[config.mk]
export PLATFORM = sky130hd
export DESIGN_NAME = tube_scan_ctrl
export DESIGN_NICKNAME = d
export VERILOG_FILES = /design/src/rtl/tube_scan_ctrl.sv
export SDC_FILE = /design/constraint.sdc
export NUM_CORES = 1
export LEC_CHECK = 0
export CAP_MARGIN = 20
export CORE_MARGIN = 4
export CORE_UTILIZATION = 40
export CTS_BUF_LIST = sky130_fd_sc_hd__clkbuf_2 sky130_fd_sc_hd__clkbuf_4 sky130_fd_sc_hd__clkbuf_8
export CTS_CLUSTER_DIAMETER = 150
export DETAILED_ROUTE_END_ITERATION = 16
export GPL_TIMING_DRIVEN = 0
export PLACE_DENSITY = 0.72
export SKIP_LAST_GASP = 1
export SLEW_MARGIN = 20
export SYNTH_ARGS = -nofsm -noshare
export SYNTH_HDL_FRONTEND = slang
export SYNTH_SLANG_ARGS = --single-unit
[constraint.sdc]
create_clock -name clk_in -period 8.65 [get_ports clk_in]
set_input_delay 1.2975 -clock clk_in [delete_from_list [all_inputs] [get_ports clk_in]]
set_output_delay 1.2975 -clock clk_in [all_outputs]
set_load 0.01 [all_outputs]
[src/rtl/tube_scan_ctrl.sv]
// Memory-mapped controller for two 4-digit multiplexed 7-seg banks plus one static digit.
// Optional leading-zero blanking over the 8-digit value is enabled with `define TUBE_LZB_EN.
module tube_scan_ctrl #(
  parameter int SCAN_DIV = 50000
) (
  input  logic        clk_in,
  input  logic        sys_rstn,
  input  logic        wr_en,
  input  logic        wr_addr,
  input  logic [31:0] wr_data,
  input  logic [3:0]  wr_be,
  input  logic        rd_addr,
  output logic [31:0] rd_data,
  output logic [7:0]  digital_tube0,
  output logic [3:0]  digital_tube_sel0,
  output logic [7:0]  digital_tube1,
  output logic [3:0]  digital_tube_sel1,
  output logic [7:0]  digital_tube2,
  output logic        digital_tube_sel2
);
  localparam int TW = $clog2(SCAN_DIV);
  localparam logic [TW-1:0] TICK_LAST = TW'(SCAN_DIV - 1);

  logic [31:0]     data;
  logic [8:0]      ctrl;
  logic [TW-1:0]   tick;
  logic [1:0]      idx, idx_nxt;
  logic            wrap;
  logic [1:0][3:0] nib;
  logic [1:0]      blank;
  logic [1:0][7:0] seg_nxt;

  function automatic logic [7:0] seg(input logic [3:0] h);
    case (h)
      4'h0: seg = 8'hC0;  4'h1: seg = 8'hF9;  4'h2: seg = 8'hA4;  4'h3: seg = 8'hB0;
      4'h4: seg = 8'h99;  4'h5: seg = 8'h92;  4'h6: seg = 8'h82;  4'h7: seg = 8'hF8;
      4'h8: seg = 8'h80;  4'h9: seg = 8'h90;  4'hA: seg = 8'h88;  4'hB: seg = 8'h83;
      4'hC: seg = 8'hC6;  4'hD: seg = 8'hA1;  4'hE: seg = 8'h86;  default: seg = 8'h8E;
    endcase
  endfunction

  assign wrap    = (tick == TICK_LAST);
  assign idx_nxt = wrap ? idx + 2'd1 : idx;
  assign rd_data = rd_addr ? {23'd0, ctrl} : data;

  // Pins are registered from the post-advance index but the pre-write DATA/CTRL.
  for (genvar b = 0; b < 2; b++) begin : g_bank
    logic [4:0] base;
    assign base   = 5'(b * 16) | {1'b0, idx_nxt, 2'b00};
    assign nib[b] = data[base +: 4];
`ifdef TUBE_LZB_EN
    assign blank[b] = (base != 5'd0) && ((data >> base) == 32'd0);
`else
    assign blank[b] = 1'b0;
`endif
    assign seg_nxt[b] = (!ctrl[0] || blank[b]) ? 8'hFF : seg(nib[b]);
  end

  always_ff @(posedge clk_in or negedge sys_rstn) begin
    if (!sys_rstn) begin
      data              <= '0;
      ctrl              <= 9'h001;
      tick              <= '0;
      idx               <= '0;
      digital_tube0     <= 8'hFF;
      digital_tube_sel0 <= 4'b0001;
      digital_tube1     <= 8'hFF;
      digital_tube_sel1 <= 4'b0001;
      digital_tube2     <= 8'hFF;
      digital_tube_sel2 <= 1'b0;
    end else begin
      tick <= wrap ? '0 : tick + 1'b1;
      idx  <= idx_nxt;
      if (wr_en) begin
        if (wr_addr) begin
          ctrl <= wr_data[8:0];
        end else begin
          for (int b = 0; b < 4; b++)
            if (wr_be[b]) data[8*b +: 8] <= wr_data[8*b +: 8];
        end
      end
      digital_tube0     <= seg_nxt[0];
      digital_tube_sel0 <= 4'b0001 << idx_nxt;
      digital_tube1     <= seg_nxt[1];
      digital_tube_sel1 <= 4'b0001 << idx_nxt;
      digital_tube2     <= ctrl[8] ? seg(ctrl[7:4]) : 8'hFF;
      digital_tube_sel2 <= ctrl[8];
    end
  end
endmodule

==> run summary <==
Fillers: 1,021
PwrDens: 194 nW/um2
VDD IR max: 0.0822 mV
Setup Viol. Count Final: 0
Avg Inst Size Synth: 11.1 um2
Final Cycle Share: 0.536
Critical-path cell list: clkdlybuf4s50_1 -> clkbuf_1 -> mux2_2 -> clkdlybuf4s50_1
Post-Synthesis Cells: 433
Ys async rst share: 1.00
Critical path class: input port to primary output
Core Region: 11,600 um2
Initial DRT Pass Iterations: 4
DR iter-0 viols: 173
Static Leak: 2.63 nW
Final ANT Viol Nets: 0
Fin. Hold Viols: 0
Clk slew on worst S/H paths: 0.09 ns
Hold Slack: 0.399 ns
YS warnings: 0
Post-DP HPWL: 8300 um
Root buf cell: clkbuf_8
Die ar.: 13,800 um2
Crit-path slowest cell: clkdlybuf4s50_1
Vias in the first global route: 3,656
Row cnt: 39
Die Span X: 118 um
CP Capture Type: primary output
DRC errors left: 0
Clock tree buffer depth: 2
Crit path buf inv count: 3
Fin nets: 609
Antenna violations before repair: 0
Crit path largest cell delay: 0.62 ns
CP required: 7.35 ns
Kind of cell adding the most delay to the critical path: buffers and inverters
Status: completed
Rel. slew slack: 0.587
Synth area leaders: dfrtp_1 32%, mux2_2 14%, dfstp_2 13%, ha_1 4.9%, nor2b_1 4.9%
RSZ-0062 raised after global routing: false
Cells resized by post-CTS repair: 0
Type of origin of the critical path: input port
Synth-to-layout area growth: 30.7%
Setup TNS: 0 ns
Unique masters post-synth: 43
Port bufs: 102
Share of the synthesized area in the top cell type: 0.323
Primary FF master, synth: dfrtp_1
Minimum clock period: 4.63 ns
Critical path arrival: 3.34 ns
Largest net degree at the start of global routing: 46
Clk_skew: 0.00693 ns
Total wire length: 10,900 um
Setup Fix Bufs, Post-CTS: 0
Ant diodes: 0
Drt wl/cell: 15.6 um
Initial Util: 0.414
Grt ovf: 0
Synth Register Bits: 85
Hold Path Class: flip-flop to flip-flop
Worst-margin pin slew: 0.615 ns
IO Count: 106
Post-synth EDFFs: 0
CTS tree: yes
CTS Sinks: 85
Clk Latency, worst-skew pair: 0.36 ns
Most used cell, CP: clkdlybuf4s50_1
Number of CTS-inserted buffers: 9
H-tree Lvls: 3
Via Count: 3,517
Vias/cell: 5.05
GPL Wtd Cong: 0.821
Crit-path max FO: 10
All-Layer GR Usage: 0.161
Sequential share of the synthesized area: 0.448
First-pass GRT wire length: 18,300 um
Max Slew Vio Count: 0
Synth area leader: dfrtp_1
Max cap viols: 0
Fmax: 216 MHz
Cts hold-fix bufs: 0
Post-synthesis cell area: 4810 um2
Share of cells above drive strength 1: 0.222
Die Y-Extent: 118 um
[worst reg2reg max path, stage by stage, from the launching register on]
cell      delay (ns)
dfrtp_1         0.44
or4_4           0.57
nor4_4          0.48
buf_6           0.26
mux2i_1         0.11
a211oi_2        0.49
inv_1           0.16
ha_1            0.24
inv_1           0.07
nor2_1          0.06
a211oi_1        0.23
o21ai_1         0.10
[placed cells by master, fill, tap and decap left out, types with 8 or more instances in the layout]
cell type,netlist,final
nand2_1,38,38
mux2i_1,23,23
nand3_1,13,13
mux2_2,60,60
inv_1,14,14
nor2_1,26,26
dfrtp_1,62,62
buf_4,10,11
xor2_1,8,8
clkdlybuf4s50_1,0,101
o211ai_1,8,8
ha_1,19,19
nand2b_1,8,8
clkbuf_8,0,10
nor2b_1,38,38
dfstp_2,23,23
xnor2_1,8,8
clkbuf_1,14,14
[registers in the layout (all words and copies together) (netlist names)]
signal             count
ctrl                   9
digital_tube_sel1      4
digital_tube2          7
digital_tube_sel2      1
digital_tube1          7
digital_tube0          7
idx                    2
data                  32
tick                  16
[worst paths after layout]
path                                     start                     endpoint  slack (ns)  cells past startpoint
max                                    rd_addr                   rd_data[4]        4.02                      4
min                        ctrl[8]$_DFFE_PN0P_  digital_tube_sel2$_DFF_PN0_        0.40                      0
max reg2reg                  tick[7]$_DFF_PN0_   digital_tube0[3]$_DFF_PN1_        5.37                     11
min reg2reg                ctrl[8]$_DFFE_PN0P_  digital_tube_sel2$_DFF_PN0_        0.40                      0
max in group asynchronous             sys_rstn          ctrl[0]$_DFFE_PN1P_        7.08                      2
min in group asynchronous             sys_rstn           tick[12]$_DFF_PN0_        0.91                      1
[routing by layer]
| layer | track usage | vias to the layer above | share of wire |
|---|---|---|---|
| li1 | - | 1713 | - |
| met1 | 0.215 | 1689 | 0.46 |
| met2 | 0.251 | 100 | 0.46 |
| met3 | 0.0413 | 15 | 0.060 |
| met4 | 0.0645 | 0 | 0.021 |
| met5 | 0 | - | 0 |
[synth_stat cells (all sizes together), types with 2 or more instances]
library cell / number
nand2b: 8
dfstp: 23
and3: 5
nand2: 38
nand3: 13
mux4: 5
clkbuf: 14
o211ai: 8
xnor2: 8
a211oi: 5
a211o: 2
mux2i: 23
o21ai: 10
mux2: 61
and4: 2
ha: 19
buf: 14
o311ai: 5
o211a: 3
nand3b: 2
inv: 14
xor2: 8
nand4: 2
nor2b: 38
and2: 4
nor2: 26
dfrtp: 62
a21oi: 3
[report_power, final]
group,switching [mW],total [mW],internal (mW)
registers,0.0392,0.512,0.473
logic,0.160,0.357,0.197
clock network,0.145,0.350,0.205
total,0.344,1.22,0.874
[logic make-up after synthesis]
group,after synthesis,synth area share
xor gates and xnor gates,16,0.0291
DFF,85,0.448
other,1,0.000780
muxes,89,0.214
and+or+nand+nor,142,0.155
buffers and inverters,42,0.0424
adders and majority gates,19,0.0494
AOI/OAI and AO/OA,39,0.0604
[area by class of cell]
| class | count | area [um2] | share of cell area |
|---|---|---|---|
| Multi-Input combinational cell | 308 | 2460 | 0.391 |
| Sequential cell | 85 | 2160 | 0.343 |
| Timing Repair Buffer | 103 | 1040 | 0.165 |
| Tap cell | 143 | 179 | 0.0285 |
| Buffer | 28 | 151 | 0.0241 |
| Clock buffer | 11 | 145 | 0.0231 |
| Clock inverter | 5 | 108 | 0.0171 |
| Inverter | 14 | 52.6 | 0.00836 |
[per-stage QoR]
step	power, mW	area (um2)	instances	setup slack (ns)	utilization
floorplan	0.709	4820	435	5.36	-
global placement	0.865	6020	680	3.36	0.518
detailed placement	0.878	6030	681	4.00	0.520
CTS	1.23	6290	697	3.99	0.541
global route	1.29	6290	697	3.96	0.541
finish	1.22	6290	697	4.02	0.541
Note: power is estimated with default switching activity, not from simulation.
